## config.mk

```make
export PLATFORM = sky130hd
export DESIGN_NAME = ram_arb
export DESIGN_NICKNAME = d
export VERILOG_FILES = /design/src/rtl/ram_arb.sv
export SDC_FILE = /design/constraint.sdc
export NUM_CORES = 1
export LEC_CHECK = 0
export ABC_AREA = 1
export CAP_MARGIN = 20
export CORE_AREA = 2 2 132 134
export DETAILED_ROUTE_END_ITERATION = 7
export DIE_AREA = 0 0 134 136
export SLEW_MARGIN = 20
export SYNTH_ARGS = -nofsm -noshare
export SYNTH_HDL_FRONTEND = slang
export SYNTH_SLANG_ARGS = --single-unit
```

## constraint.sdc

```tcl
create_clock -name clk_i -period 11.7 [get_ports clk_i]
set_clock_uncertainty 0.1 [all_clocks]
set_input_delay 2.34 -clock clk_i [delete_from_list [all_inputs] [get_ports clk_i]]
set_output_delay 2.34 -clock clk_i [all_outputs]
set_load 0.01 [all_outputs]
```

## src/rtl/ram_arb.sv

```systemverilog
// ram_arb: N-channel request/grant arbiter in front of one single-port byte-write RAM.
// Fixed-priority or round-robin selection, address-window check and one-cycle read return.
module ram_arb #(
  parameter int              XLEN = 32,
  parameter int              NCH  = 3,
  parameter int              AW   = 15,
  parameter logic [XLEN-1:0] BASE = 32'h0002_0000,
  parameter bit              RR   = 1'b1
) (
  input  logic                  clk_i,
  input  logic                  rst_i,
  input  logic [NCH-1:0]        req_i,
  input  logic [NCH-1:0]        we_i,
  input  logic [NCH*XLEN-1:0]   addr_i,
  input  logic [NCH*XLEN-1:0]   wdata_i,
  input  logic [NCH*XLEN/8-1:0] be_i,
  output logic [NCH-1:0]        gnt_o,
  output logic [NCH-1:0]        rvalid_o,
  output logic [XLEN-1:0]       rdata_o,
  output logic [7:0]            rbyte_o,
  output logic [NCH-1:0]        err_o,
  output logic                  mem_en_o,
  output logic [XLEN/8-1:0]     mem_we_o,
  output logic [AW-1:0]         mem_addr_o,
  output logic [XLEN-1:0]       mem_wdata_o,
  input  logic [XLEN-1:0]       mem_rdata_i
);

  localparam int BW = XLEN / 8;
  localparam int PW = (NCH > 1) ? $clog2(NCH) : 1;

  logic [PW-1:0]   ptr_q, ptr_d;
  logic [PW:0]     idx_s;
  logic [PW-1:0]   gidx_s;
  logic            any_s;
  logic [NCH-1:0]  gnt_s;
  logic [XLEN-1:0] a_s, wd_s;
  logic [BW-1:0]   be_s;
  logic            we_s, inwin_s;
  logic [NCH-1:0]  rvalid_q, rvalid_d, err_q, err_d;
  logic            pend_q, pend_d, oow_q, oow_d;
  logic [1:0]      off_q, off_d;
  logic [XLEN-1:0] rdata_q, rdata_s;
  logic [7:0]      rbyte_q, rbyte_s;

  // Scan the requesters starting at the pointer (or at 0 for fixed priority); first hit wins.
  always_comb begin
    idx_s  = {(PW+1){1'b0}};
    gidx_s = {PW{1'b0}};
    any_s  = 1'b0;
    for (int i = 0; i < NCH; i++) begin
      idx_s = (RR ? {1'b0, ptr_q} : {(PW+1){1'b0}}) + (PW+1)'(i);
      if (idx_s >= (PW+1)'(NCH)) begin
        idx_s = idx_s - (PW+1)'(NCH);
      end else begin
        idx_s = idx_s;
      end
      if (!any_s && req_i[idx_s] && !rst_i) begin
        any_s  = 1'b1;
        gidx_s = idx_s[PW-1:0];
      end else begin
        any_s  = any_s;
      end
    end
    gnt_s = {{(NCH-1){1'b0}}, any_s} << gidx_s;
  end

  assign a_s     = addr_i[int'(gidx_s)*XLEN +: XLEN];
  assign wd_s    = wdata_i[int'(gidx_s)*XLEN +: XLEN];
  assign be_s    = be_i[int'(gidx_s)*BW +: BW];
  assign we_s    = we_i[gidx_s];
  assign inwin_s = (a_s[XLEN-1:AW+2] == BASE[XLEN-1:AW+2]);

  // RAM-side strobes follow the grant in the same cycle.
  always_comb begin
    mem_en_o    = any_s & inwin_s;
    mem_addr_o  = a_s[AW+1:2];
    mem_wdata_o = wd_s;
    if (any_s && inwin_s && we_s) begin
      mem_we_o = be_s;
    end else begin
      mem_we_o = {BW{1'b0}};
    end
  end

  // Next-state for the pointer and the read/error response pipeline.
  always_comb begin
    ptr_d    = ptr_q;
    rvalid_d = {NCH{1'b0}};
    err_d    = {NCH{1'b0}};
    pend_d   = 1'b0;
    oow_d    = oow_q;
    off_d    = off_q;
    if (any_s) begin
      if (gidx_s == PW'(NCH - 1)) begin
        ptr_d = {PW{1'b0}};
      end else begin
        ptr_d = gidx_s + PW'(1);
      end
      if (!we_s) begin
        rvalid_d = gnt_s;
        pend_d   = 1'b1;
        oow_d    = ~inwin_s;
        off_d    = a_s[1:0];
      end else begin
        pend_d   = 1'b0;
      end
      if (!inwin_s) begin
        err_d = gnt_s;
      end else begin
        err_d = {NCH{1'b0}};
      end
    end else begin
      ptr_d = ptr_q;
    end
  end

  // Out-of-window reads return zero; otherwise pass the RAM word and hold it afterwards.
  always_comb begin
    rdata_s = rdata_q;
    rbyte_s = rbyte_q;
    if (pend_q) begin
      if (oow_q) begin
        rdata_s = {XLEN{1'b0}};
      end else begin
        rdata_s = mem_rdata_i;
      end
      case (off_q)
        2'd0:    rbyte_s = rdata_s[7:0];
        2'd1:    rbyte_s = rdata_s[15:8];
        2'd2:    rbyte_s = rdata_s[23:16];
        2'd3:    rbyte_s = rdata_s[31:24];
        default: rbyte_s = 8'h00;
      endcase
    end else begin
      rdata_s = rdata_q;
    end
  end

  // State registers.
  always_ff @(posedge clk_i or posedge rst_i) begin
    if (rst_i) begin
      ptr_q    <= {PW{1'b0}};
      rvalid_q <= {NCH{1'b0}};
      err_q    <= {NCH{1'b0}};
      pend_q   <= 1'b0;
      oow_q    <= 1'b0;
      off_q    <= 2'd0;
      rdata_q  <= {XLEN{1'b0}};
      rbyte_q  <= 8'h00;
    end else begin
      ptr_q    <= ptr_d;
      rvalid_q <= rvalid_d;
      err_q    <= err_d;
      pend_q   <= pend_d;
      oow_q    <= oow_d;
      off_q    <= off_d;
      rdata_q  <= rdata_s;
      rbyte_q  <= rbyte_s;
    end
  end

  assign gnt_o    = gnt_s;
  assign rvalid_o = rvalid_q;
  assign err_o    = err_q;
  assign rdata_o  = rdata_s;
  assign rbyte_o  = rbyte_s;

endmodule

```

==> Yosys cells after proc, flatten, opt, wreduce, memory -nomap -nowiden <==
Cells that the tools add are included.
{ "word_totals": {"reg_bits": 52, "in_bits": 244, "out_inout_bits": 101, "elab_cells": 74} }
{ "op_classes": {"addsub": 6, "n_lt_le_gt_ge": 7, "n_eq_ne": 5, "n_shift": 4, "n_mux": 29, "bitwise": 3, "n_reduce_logical": 12} }
{ "op_table": {"columns": ["op", "count"], "rows": [
  ["$shiftx 96x8->32", 2],
  ["$mux 32", 2],
  ["$pmux 8 s4", 1],
  ["$mux 3", 7],
  ["$eq 15x1->1 const B", 1],
  ["$shiftx 12x5->4", 1],
  ["$lt 3x3->1 const B", 3],
  ["$mux 1", 9],
  ["$bmux 1 s2", 4],
  ["$mux 2", 4],
  ["$mux 8", 1],
  ["$logic_and 1x1->1", 7],
  ["$eq 2x2->1 const B", 3],
  ["$ge 3x2->1 const B", 2],
  ["$sub 3x2->3 const B", 2],
  ["$mux 4", 1],
  ["$add 2x1->3 const B", 1],
  ["$add 2x2->3 const B", 1],
  ["$logic_not 1->1", 3],
  ["$lt 2x3->1 const B", 1],
  ["$shl 1x2->3", 1],
  ["$sub 2x2->3 const B", 1],
  ["$add 2x1->2 const B", 1],
  ["$eq 2x1->1 const B", 1],
  ["other kinds (5)", 6]
]} }

==> Depth between registers and ports, before layout <==
Gate-level depths: netlist (run 1).
{ "depth": {"word_depth": 19, "ltp_mapped": 17} }

==> Worst setup path after synthesis (run 1) <==
Ideal clock, no wire load.
{ "synth_timing": {"path_kind": "input to output", "startpoint": "in rst_i", "endpoint": "out mem_we_o[0]", "arrival_ns": 4.815, "required_time_ns": 9.260, "path_slack_ns": 4.445, "path_stages": 12, "n_path_buf": 1, "path_cell_list": "inv_1 > nand2_1 > nor2_4 > nand3_1 > nand2_1 > nand2_2 > nor2_2 > buf_6 > nand2_2 > nand2_2 > nand3_2 > nor2_1"} }
{ "synth_between": {"elab_chain_cells": 16, "elab_cells_between_ends": 22} }
{ "synth_rtl": {"columns": ["item", "line", "source"], "rows": [
  ["start, declared", "11", "input logic rst_i,"],
  ["$logic_not 1->1 (no source line) (*)", null, null],
  ["$logic_and 1x1->1", "58", "if (!any_s && req_i[idx_s] && !rst_i) begin"],
  ["$mux 1", "58", null],
  ["$logic_not 1->1", "58", null],
  ["$logic_and 1x1->1 (2 in series)", "58", null],
  ["$mux 1", "58", null],
  ["$logic_not 1->1", "58", null],
  ["$logic_and 1x1->1 (2 in series)", "58", null],
  ["$mux 2", "58", null],
  ["$shiftx 96x8->32", "68", "assign a_s = addr_i[int'(gidx_s)*XLEN +: XLEN];"],
  ["$eq 15x1->1", "72", "assign inwin_s = (a_s[XLEN-1:AW+2] == BASE[XLEN-1:AW+2]);"],
  ["$logic_and 1x1->1 (2 in series)", "79", "if (any_s && inwin_s && we_s) begin"],
  ["$mux 4 (*)", "79", null],
  ["end, declared", "23", "output logic [XLEN/8-1:0] mem_we_o,"]
]} }
Every way passes the cells marked *; elsewhere a longest branch is shown, timed or not. The select of a mux whose other input is x is not followed.

==> Worst setup path in the final report (run 1) <==
{ "layout_timing": {"startpoint": "in rst_i", "endpoint": "out mem_wdata_o[23]"} }
{ "layout_between": {"elab_chain_cells": 12, "elab_cells_between_ends": 14} }
{ "layout_rtl": {"columns": ["item", "line", "source"], "rows": [
  ["$logic_not 1->1 (no source line) (*)", null, null],
  ["$logic_and 1x1->1", "58", null],
  ["$mux 1", "58", null],
  ["$logic_not 1->1", "58", null],
  ["$logic_and 1x1->1 (2 in series)", "58", null],
  ["$mux 1", "58", null],
  ["$logic_not 1->1", "58", null],
  ["$logic_and 1x1->1 (2 in series)", "58", null],
  ["$mux 2 (*)", "58", null],
  ["$shiftx 96x8->32 (*)", "69", "assign wd_s = wdata_i[int'(gidx_s)*XLEN +: XLEN];"],
  ["end, declared", "25", "output logic [XLEN-1:0] mem_wdata_o,"]
]} }
Every way passes the cells marked *; elsewhere a longest branch is shown, timed or not.

==> summary.txt, run 1 <==
Outcome
  – Status: complete, no violations

STA
  – F_max: 119 MHz
  – WHS: 375 ps
  – Hold Vio Cnt, Final: 0
  – Least-Margin Pin Slew: 961 ps
  – Fin crit period: 8410 ps
  – Max-slew violations: 0
  – RSZ-0062 raised after global routing: false
  – Max-Slew Margin vs Limit: 35.9%
  – Final setup vio count: 0
  – Tcrit/Tclk final: 71.9%
  – Setup TNS: 0 ps

Global route
  – Total congestion overflow: 0
  – Initial antenna violation count: 2
  – Number of global-route vias before repair: 4767
  – First-pass GRT wire length: 28.0 mm
  – Largest net degree at the start of global routing: 59
  – All-layer global routing usage: 20.2%

Synthesis
  – Synth Area per Inst: 6.31 µm²
  – Ys Warns: 0
  – Synthesized area: 3720 µm²
  – Post-synthesis cell count: 590
  – Syn nets: 837
  – Synth Register Bits: 52
  – Seq/Total Area, Yosys: 35.0%
  – Count of distinct cell types in the synthesized netlist: 26

Floorplan
  – Starting Density: 22.1%
  – Core area: 16900 µm²
  – I/O pin cnt: 345
  – Die ar.: 18200 µm²
  – Row cnt: 48
  – Die W: 134 µm
  – Die height: 136 µm

Worst hold path
  – Hold Path Origin: rdata_q[14]
  – Hold WC Path Type: reg2reg

Clocking
  – H-tree Lvls: 2
  – Hold buffer count at CTS: 0
  – Post-CTS setup buffer count: 0
  – Clock root buffer: clkbuf_16
  – Clock buffer count from CTS: 5
  – # resized after CTS: 0
  – CTS tree: built
  – Clock Path Buffers: 2
  – Clock latency on the worst-skew pair: 280 ps
  – Sink Count: 52
  – Reg clk slew, reported paths: 60 ps

Drt
  – Final wirelength: 19.7 mm
  – Drt pass-1 iters: 5
  – Routed Antenna Nets: 0
  – Vias: 5009
  – Met3 WL: 1.30 mm
  – Met2 wire length: 9.95 mm
  – DRC Markers: 0
  – Met1 Wirelength: 8.33 mm
  – Wire per inst: 17.4 µm
  – Top layer in use: met4
  – Avg Vias per Cell: 4.44
  – Initial detailed-routing violation count: 339

Setup path
  – R2r startpoint: ptr_q[0]
  – Crit-path max FO: 58
  – Ordered cell list for the critical path: clkdlybuf4s50_1 > inv_2 > buf_4 > nand2_1 > nor2_4 > nand3_1 > nand2_1 > nand2_2 > buf_4 > nor2_4 > buf_4 > nand2_1 > nand3_1 > clkdlybuf4s50_1
  – Critical path class: in2out
  – Data required, critical path: 9260 ps
  – Worst path arrival time: 5970 ps
  – Slowest CP cell: clkdlybuf4s50_1
  – CP startpoint kind: input pin
  – Critical Path Max Stage Delay: 590 ps
  – Critical path origin: rst_i
  – Crit end category: primary output

Cells and area
  – Synth-to-Final Area Change: 99.0%
  – Storage cell area: 1300 µm²
  – Proportion of layout cells with a drive suffix above 1: 3.00%
  – Utilization of the core after routing: 43.9%
  – Filler instances: 1745
  – NumNets Final: 1147
  – Commonest non-fill, non-tap cell in the layout: clkdlybuf4s50_1
  – Multi-input logic area: 2060 µm²
  – Commonest non-fill, non-tap cells in the layout: 344 x clkdlybuf4s50_1, 280 x nand2_1, 93 x nand3_1

Power and ir drop
  – Worst VDD drop: 0.152 mV
  – Pleak: 3.25 nW
  – PnR Total Power: 2.00 mW
  – Cell area power density: 270 nW/µm²

Placement
  – GP Congestion: 0.795
  – Hpwl dp: 16.2 mm
  – Port Buffers: 344

Run
  – Max Cap Violations: 0
## power by group
group	internal [mW]	leakage [nW]	total (mW)	switching, mW
sequential	0.258	0.679	0.300	0.0428
combinational	0.693	2.48	1.53	0.834
clock	0.107	0.0871	0.169	0.0622
total	1.06	3.25	2.00	0.939
## cells in the mapped netlist
master | instances | share of area (%)
buf_2 | 13 | 1.7
nor2_4 | 1 | 0.30
clkinv_1 | 1 | 0.10
nor4_1 | 6 | 1.0
nor2_1 | 27 | 2.7
dfrtp_1 | 52 | 35
a21oi_1 | 5 | 0.67
inv_1 | 23 | 2.3
nor3_1 | 3 | 0.40
buf_6 | 2 | 0.60
nand3_2 | 3 | 0.81
inv_2 | 1 | 0.10
ha_1 | 3 | 1.0
o21ai_0 | 16 | 2.2
nand2_1 | 280 | 28
o21ai_1 | 3 | 0.40
buf_4 | 18 | 3.6
nor4b_1 | 3 | 0.71
nand3_1 | 93 | 13
and3_1 | 3 | 0.50
buf_1 | 4 | 0.40
a31oi_1 | 8 | 1.3
clkbuf_1 | 10 | 1.0
o311ai_0 | 5 | 1.2
nand2_2 | 4 | 0.67
nor2_2 | 3 | 0.50
## cell type report
| cell class | instances | area share (%) |
|---|---|---|
| tap | 225 | 3.80 |
| timing repair buffer | 350 | 47.1 |
| clock inverter | 2 | 0.524 |
| sequential | 52 | 17.6 |
| clock buffer | 6 | 1.87 |
| antenna | 3 | 0.101 |
| inverter | 25 | 1.27 |
| multi-input combinational | 466 | 27.8 |
## logic make-up (layout without fill, tap and decap cells)
logic type,after synthesis,in the layout,share of synthesized area (%)
simple gates,426,426,48.4
buf+inv,72,383,9.92
flops,52,52,35.0
compound gates,37,37,5.75
fa+ha+maj,3,3,1.01
other cells,0,3,0
## sequential cells by signal, summed over array words and instances (netlist names)
signal / flops
rdata_q: 32
rbyte_q: 8
err_o: 3
rvalid_o: 3
off_q: 2
ptr_q: 2
oow_q: 1
pend_q: 1
## worst max-delay path, delay by kind of cell
family                 cells  cell delay [ps]
buffers and inverters      6             2420
AND/OR/NAND/NOR            8             1130
## through the flow
stage / cells / instance area [µm²] / worst slack, ps
3_3_place_gp: 1118 / 7220 / 3210
3_5_place_dp: 1118 / 7220 / 3220
2_1_floorplan: 590 / 3720 / 4440
5_1_grt: 1128 / 7400 / 2900
6_report: 1129 / 7410 / 3290
4_1_cts: 1126 / 7400 / 3220
## per-layer routing
layer  up-vias  GRT usage (%)
met5         -              0
met4         0           3.49
met3         7           4.40
met2       211           35.4
met1      2282           25.9
li1       2509              -
## path summary, 6_finish.rpt
kind / to / slack, ps / cells after the start
worst max-delay path: mem_wdata_o[23] / 3290 / 14
worst min-delay path: rdata_q[14] / 380 / 2
worst max register to register: off_q[0] / 8560 / 17
worst min register to register: rdata_q[14] / 380 / 2
max in group asynchronous: rdata_q[0] / 8520 / 3
min in group asynchronous: err_o[0] / 2510 / 3
Power figures use the tool's default switching activity.
==> run 2: changes to the inputs <==
- CORE_AREA: 2 2 132 134 -> 2 2 133 135
- DIE_AREA: 0 0 134 136 -> 0 0 135 137
- clock period: 11.7 -> 7.2 ns (I/O delays scaled with it)
==> run 2 against run 1 <==
Against the previous run:
- register-to-register slack worse by 4200 ps
- utilization is 0.63 points lower
- cell area is 0.37% lower
- combinational power is 63% higher
- sequential cell count stayed put
- count of clock-buffer cells in the layout is 1 lower
- sequential power is 63% higher
- cell count is 0.18% lower
- wire length is 1.4% higher
- first-iteration DRC count is 17% higher
- via count is 1.3% higher
- critical endpoint is now mem_we_o[0]
==> summary.txt, run 2 (synthesis results as in run 1) <==
Setup path
  – Crit-path max FO: 56
  – Bufs and invs on worst path: 5
  – Critical Path Max Stage Delay: 550 ps
  – Critical path origin: req_i[0]
  – Slowest CP cell: clkdlybuf4s50_1
  – Data required, critical path: 5660 ps
  – Critical path class: in2out
  – Ordered cell list for the critical path: clkdlybuf4s50_1 > inv_1 > nor2_1 > nor2_1 > nor2_4 > nor2_2 > nand3_1 > nand2_2 > buf_4 > nand2_1 > nand2_1 > inv_1 > nand2_2 > nand3_2 > nor2_1 > clkdlybuf4s50_1
  – CP startpoint kind: input pin
  – Worst path arrival time: 4340 ps
  – R2r startpoint: ptr_q[0]
  – Delay-heaviest family, CP: buffers and inverters
  – Dominant cell type by count on the critical path: nor2_1
  – Crit end category: primary output

Clocking
  – Post-CTS setup buffer count: 0
  – Clock root buffer: clkbuf_16
  – # resized after CTS: 0
  – Clock buffer count from CTS: 5
  – Reg clk slew, reported paths: 70 ps
  – Sink Count: 52
  – Clock Path Buffers: 2
  – Hold buffer count at CTS: 0
  – CTS tree: built
  – Clock latency on the worst-skew pair: 290 ps
  – H-tree Lvls: 2

Power and ir drop
  – PnR Total Power: 3.23 mW
  – Cell area power density: 437 nW/µm²
  – Worst VDD drop: 0.204 mV
  – Pleak: 3.24 nW

Cells and area
  – Proportion of layout cells with a drive suffix above 1: 3.10%
  – Diodes inserted: 0
  – Max reg flops: 32
  – Synth-to-Final Area Change: 98.3%
  – Largest regs: rdata_q x32, rbyte_q x8
  – NumNets Final: 1148
  – Layout Cell Area excl Fill: 7380 µm²
  – Utilization of the core after routing: 43.3%
  – Commonest non-fill, non-tap cells in the layout: 344 x clkdlybuf4s50_1, 280 x nand2_1, 93 x nand3_1
  – Biggest register: rdata_q
  – Commonest non-fill, non-tap cell in the layout: clkdlybuf4s50_1

STA
  – Tcrit/Tclk final: 81.7%
  – Hold Vio Cnt, Final: 0
  – Max-Slew Margin vs Limit: 34.3%
  – WHS: 378 ps
  – RSZ-0062 raised after global routing: false
  – Final setup vio count: 0
  – Least-Margin Pin Slew: 986 ps
  – Setup TNS: 0 ps
  – F_max: 170 MHz
  – Max-slew violations: 0
  – Fin crit period: 5880 ps

Drt
  – Drt pass-1 iters: 5
  – Routed Antenna Nets: 0
  – Final wirelength: 20.0 mm
  – DRC Markers: 0
  – Wire per inst: 17.7 µm
  – Avg Vias per Cell: 4.50
  – Initial detailed-routing violation count: 398
  – Vias: 5075

Placement
  – Placed Area: 7230 µm²
  – GP Congestion: 0.865
  – Hpwl dp: 16.5 mm
  – Port Buffers: 344

Global route
  – Number of global-route vias before repair: 4811
  – First-pass GRT wire length: 27.9 mm
  – Total congestion overflow: 0
  – Initial antenna violation count: 0
  – All-layer global routing usage: 20.0%
  – Largest net degree at the start of global routing: 58

Floorplan
  – Row cnt: 48
  – Core area: 17100 µm²
  – Starting Density: 21.8%
  – Die ar.: 18500 µm²
  – Die W: 135 µm
  – Die height: 137 µm
  – I/O pin cnt: 345

Run
  – Max Cap Violations: 0

Worst hold path
  – Hold Path Origin: rdata_q[2]
  – Hold WC Path Type: reg2reg

Outcome
  – Status: complete, no violations
run 2: changes by cell type in the layout (fill, tap and decap cells not counted), sizes merged:
cell	delta
clkbuf	-1
diode	-3
buf	+1
inv	+2
clkinv	-1
bufinv	-1
clkinvlp	+1
run 2: layout make-up:
class / instances / area (µm²)
repair buffers: 351 / 3500
clock inverters: 3 / 25.0
flip-flops and latches: 52 / 1300
clock buffers: 5 / 125
inverters: 25 / 93.8
multi-input cells: 466 / 2060
fillers: 1786 / 9680
well taps: 225 / 282
run 2: worst paths after layout:
| check | slack, ps | depth (start not counted) | endpoint |
|---|---|---|---|
| max | 1320 | 16 | mem_we_o[0] |
| min | 380 | 2 | rdata_q[2] |
| max reg2reg | 4400 | 14 | oow_q |
| min reg2reg | 380 | 2 | rdata_q[2] |
| max in group asynchronous | 4880 | 3 | rdata_q[15] |
| min in group asynchronous | 1640 | 3 | ptr_q[0] |
run 2: stage by stage:
stage | std cells | setup slack [ps]
floorplan | 590 | 1740
global placement | 1119 | 1330
detailed placement | 1119 | 1280
CTS | 1127 | 1270
global route | 1127 | 1070
finish | 1127 | 1320
run 2: power breakdown:
group	leakage, nW	internal [mW]	switching [mW]
combinational	2.49	1.13	1.36
sequential	0.679	0.418	0.0700
clock	0.0708	0.132	0.113
total	3.24	1.68	1.54
run 2: worst min-delay path, cell delays in order, from the launching register on:
cell,delay (ps)
dfrtp_1,320
nand2_1,50
nand2_1,80
run 2: metal layers:
metal	global-route usage (%)	share of wire (%)
met2	34.2	49
met5	0	0
met4	2.55	0.81
met1	24.8	40
met3	7.15	11
==> patch 1: new RTL, config.mk and constraints of run 2 <==
`RR`: 1'b1 -> 1'b0.
--- a/src/rtl/ram_arb.sv
+++ b/src/rtl/ram_arb.sv
@@ -5,7 +5,7 @@
   parameter int              NCH  = 3,
   parameter int              AW   = 15,
   parameter logic [XLEN-1:0] BASE = 32'h0002_0000,
-  parameter bit              RR   = 1'b1
+  parameter bit              RR   = 1'b0
 ) (
   input  logic                  clk_i,
   input  logic                  rst_i,
Function: changed (Yosys sat finds a counterexample within 4 cycles, from zero or initial values and one cycle with rst_i high).
==> patch 1 against run 2 <==
Sequential cell count down 2; cell area down 1.1%; wire length down 8.7%; setup slack better by 0.075 ns; critical path type unchanged; global-route usage down 1.3 points; critical endpoint is now mem_we_o[3]; utilization down 0.46 points; critical path depth down 5; area after synthesis down 3.0%; sequential share of layout area down 0.50 points.
Power is not compared: it rests on default switching activity, and its combinational part moved more than twofold at a synthesized area within 25%.
==> patch 1: results (changes against run 2) <==
| Metric | Value |
|---|---|
| Status | finished clean (unchanged) |
| First-pass GRT wire length | 26.8 mm (was 27.9 mm) |
| Syn. warnings | 0 (unchanged) |
| Clock latency on the worst-skew pair | 0.29 ns (about the same) |
| Hold WC Path Type | flop to flop (unchanged) |
| Via count | 4839 (was 5075) |
| Initial antenna violation count | 0 (unchanged) |
| GP Congestion | 0.848 (was 0.865) |
| CTS buffer count | 5 (unchanged) |
| Top delay family on crit path | buffers and inverters (unchanged) |
| FF-to-FF path depth | 5 (was 14) |
| Primary FF master, synth | dfrtp_1 (unchanged) |
| Slew @ Worst Pin | 0.879 ns (was 0.986 ns) |
| Sequential area share after synthesis | 34.7% (was 35.0%) |
| Fin nets | 1122 (was 1148) |
| Post-synth top cells | 155 x nand2_1, 102 x a21oi_1, 87 x nor2_1 (was 280 x nand2_1, 93 x nand3_1, 52 x dfrtp_1) |
| Clock-pin slew on the worst setup and hold paths | 0.07 ns (about the same) |
| Post-cts sizing count | 0 (unchanged) |
| Synth top area cells | dfrtp_1 35%, nand2_1 16%, a21oi_1 14%, nor2_1 9.0%, nand3_1 5.3% (was dfrtp_1 35%, nand2_1 28%, nand3_1 13%, buf_4 3.6%, nor2_1 2.7%) |
| Hold Path Depth | 2 (unchanged) |
| Crit-path max FO | 30 (was 56) |
| Synthesized instance count | 571 (was 590) |
| Total wire length | 18.2 mm (was 20.0 mm) |
| Largest registers | rdata_q x32, rbyte_q x8 (unchanged) |
| Placed Area | 7130 um^2 (was 7230 um^2) |
| Depth of the CTS H-tree | 2 (unchanged) |
| Share of layout cells above drive strength 1 | 3.07% (was 3.10%) |
| Post-synth ARST share | 100% (unchanged) |
| N_diodes | 0 (unchanged) |
| Root Buffer | clkbuf_16 (unchanged) |
| Netlist cell types | 30 (was 26) |
| Port buffer count | 344 (unchanged) |
| P_leak | 3.16 nW |
| Switching Share | 31.2% |
| DRT Pass-1 Iters | 4 (was 5) |
| DR iter-0 viols | 187 (was 398) |
| Fill cells | 1766 (was 1786) |
| Clk buf depth | 2 (unchanged) |
| Highest-delay cell along the critical path | clkdlybuf4s50_1 (unchanged) |
| Wire length per cell | 16.5 um (was 17.7 um) |
| Hold buffers post-CTS | 0 (unchanged) |
| Largest net degree at the start of global routing | 51 (was 58) |
| Crit path arrival time | 4.26 ns (was 4.34 ns) |
| Final HPWL DP | 14.5 mm (was 16.5 mm) |
| Total GRT Usage | 18.7% (was 20.0%) |
| Syn_nets | 815 (was 837) |
-- patch 1: area by class of cell --
type / count / area, um^2 / share of cell area, %
clock buffer: 6 / 129 / 1.77
sequential: 50 / 1250 / 17.1
inverter: 32 / 120 / 1.65
multi-input combinational: 437 / 1980 / 27.1
tap: 225 / 282 / 3.86
timing repair buffer: 352 / 3500 / 48.0
clock inverter: 2 / 37.5 / 0.514
-- patch 1: power groups by stage --
stage	Combinational [mW]	Clock (mW)	Sequential [mW]
finish	0.549	0.271	0.358
global route	0.598	0.292	0.365
CTS	0.554	0.278	0.358
detailed placement	0.550	0	0.363
global placement	0.550	0	0.362
floorplan	0.224	0	0.355
-- patch 1: tightest hold or removal path: stages, from the launching register on --
cell	delay [ns]
dfrtp_1	0.32
nand2_1	0.05
nand2_1	0.07
-- patch 1: cells by family (layout without fill, tap and decap cells) --
logic type             count (synthesis)  in the layout  synth area share, %
buffers and inverters                 84            392                 10.7
DFF                                   50             50                 34.7
AOI/OAI and AO/OA                    138            138                 20.6
and+or+nand+nor                      298            298                 33.8
muxes                                  1              1                0.277
-- patch 1: path summary, 6_finish.rpt --
path,start,end,slack [ns]
min reg2reg,rdata_q[6],rdata_q[6],0.37
max reg2reg,pend_q,rbyte_q[0],5.25
min,rdata_q[6],rdata_q[6],0.37
min in group asynchronous,rst_i,oow_q,1.70
max in group asynchronous,rst_i,rbyte_q[3],4.82
max,rst_i,mem_we_o[3],1.40
-- patch 1: metrics by stage --
stage / setup slack, ns / hold WS, ns
global placement: 1.43 / 0.360
floorplan: 2.58 / 0.406
detailed placement: 1.35 / 0.363
global route: 1.07 / 0.387
CTS: 1.32 / 0.379
finish: 1.40 / 0.374
-- patch 1: per-layer routing --
layer | global-route usage (%) | up-vias | share of wire (%)
met2 | 31.1 | 221 | 48
met4 | 6.54 | 0 | 3.1
met5 | 0 | - | 0
li1 | - | 2465 | -
met3 | 6.11 | 31 | 8.6
met1 | 22.7 | 2122 | 41
==> patch 2: new RTL, settings of run 2 <==
Made on the original files. Make the reset (`rst_i`) synchronous in one clocked block.
--- a/src/rtl/ram_arb.sv
+++ b/src/rtl/ram_arb.sv
@@ -138,7 +138,7 @@
   end
 
   // State registers.
-  always_ff @(posedge clk_i or posedge rst_i) begin
+  always_ff @(posedge clk_i) begin
     if (rst_i) begin
       ptr_q    <= {PW{1'b0}};
       rvalid_q <= {NCH{1'b0}};
Behaviour: differs if rst_i is asserted again (counterexample within 4 cycles, from zero or initial values and one cycle with rst_i high); with rst_i held inactive, the same outputs for 4 cycles.
==> patch 2 against run 2 <==
Global-route usage is 0.91 points higher; wire length is 0.56% higher; setup slack worse by 0.0046 ns; via count is 6.4% higher; cell count is 6.0% higher; hold slack worse by 0.0064 ns; area after synthesis is 5.4% higher; die area stayed put; cell area is 2.1% higher; sequential share of layout area is 3.8 points lower; sequential cell count stayed put; fmax hardly changed; total power is 8.6% lower; sequential power is 19% lower; critical endpoint is now mem_we_o[2].
==> patch 2: results (changes against run 2) <==
| Metric | Value |
|---|---|
| Bufs w/o clock | 350 (was 351) |
| DP Cell Count | 1186 (was 1119) |
| Max VDD drop | 0.207 mV (was 0.204 mV) |
| Syn_nets | 910 (was 837) |
| Synth top area cells | dfxtp_1 27%, nand2_1 26%, nand3_1 14%, a21oi_1 6.0%, inv_1 3.0% (was dfrtp_1 35%, nand2_1 28%, nand3_1 13%, buf_4 3.6%, nor2_1 2.7%) |
| Status | finished clean (unchanged) |
| Buffering overhead | 46.3% (was 47.4%) |
| Post-synth ARST share | 0% (was 100%) |
| Wire length per cell | 16.8 um (was 17.7 um) |
| Final HPWL DP | 16.2 mm (was 16.5 mm) |
| Vias in the first global route | 5254 (was 4811) |
| Slowest stage delay, CP | 0.60 ns (was 0.55 ns) |
| Reg-to-Reg Start | ptr_q[0] (unchanged) |
| Met1 Usage GRT | 27.5% (was 24.8%) |
| Crit-path max FO | 58 (was 56) |
| Worst R2R Setup Slack | 4.21 ns (was 4.40 ns) |
| Synth Area in Adders | 0.957% (was 1.01%) |
| Area occupied by multi-input gates | 2410 um^2 (was 2060 um^2) |
| Via-per-instance ratio | 4.52 (was 4.50) |
| FF-to-FF path depth | 17 (was 14) |
| Post-synth top cells | 276 x nand2_1, 108 x nand3_1, 52 x dfxtp_1 (was 280 x nand2_1, 93 x nand3_1, 52 x dfrtp_1) |
| Met2 Use GR | 33.9% (was 34.2%) |
| Initial antenna violation count | 1 (was 0) |
| Via count | 5400 (was 5075) |
| Compound-Gate Fraction of Synth Area | 9.22% (was 5.75%) |
| End of the critical path | mem_we_o[2] (was mem_we_o[0]) |
| Critical R2R Capture | off_q[0] (was oow_q) |
| GP Congestion | 0.891 (was 0.865) |
| Final Instance Area | 7530 um^2 (was 7380 um^2) |
| FFs & Latches | 52 (unchanged) |
| Netlist cell types | 31 (was 26) |
| Multi-input gates | 518 (was 466) |
| Slew @ Worst Pin | 0.766 ns (was 0.986 ns) |
| Final Worst Setup Slack | 1.32 ns (about the same) |
[patch 2: critical path, delay by kind of cell]
family	cells	cell delay (ns)
buf+inv	4	1.71
simple gates	11	1.18
[patch 2: power breakdown]
group	leakage [nW]	switching (mW)	internal (mW)
clock network	0.0767	0.119	0.134
logic	2.70	1.26	1.04
registers	0.425	0.0326	0.361
total	3.20	1.41	1.54
[patch 2: how the worst min path moves through the flow]
| stage | start | endpoint | cells after the start |
|---|---|---|---|
| 2_1_floorplan | rbyte_q[6] | rbyte_q[6] | 2 |
| 3_3_place_gp | rbyte_q[6] | rbyte_q[6] | 2 |
| 3_5_place_dp | rbyte_q[2] | rbyte_q[2] | 2 |
| 4_1_cts | rbyte_q[2] | rbyte_q[2] | 2 |
| 5_1_grt | rdata_q[18] | rdata_q[18] | 2 |
| 6_report | rbyte_q[0] | rbyte_q[0] | 2 |
[patch 2: layer usage]
layer / part of all wire, % / wire length, um
met3: 9.2 / 1840
met1: 44 / 8870
met4: 2.0 / 408
met2: 45 / 8950
met5: 0.050 / 10
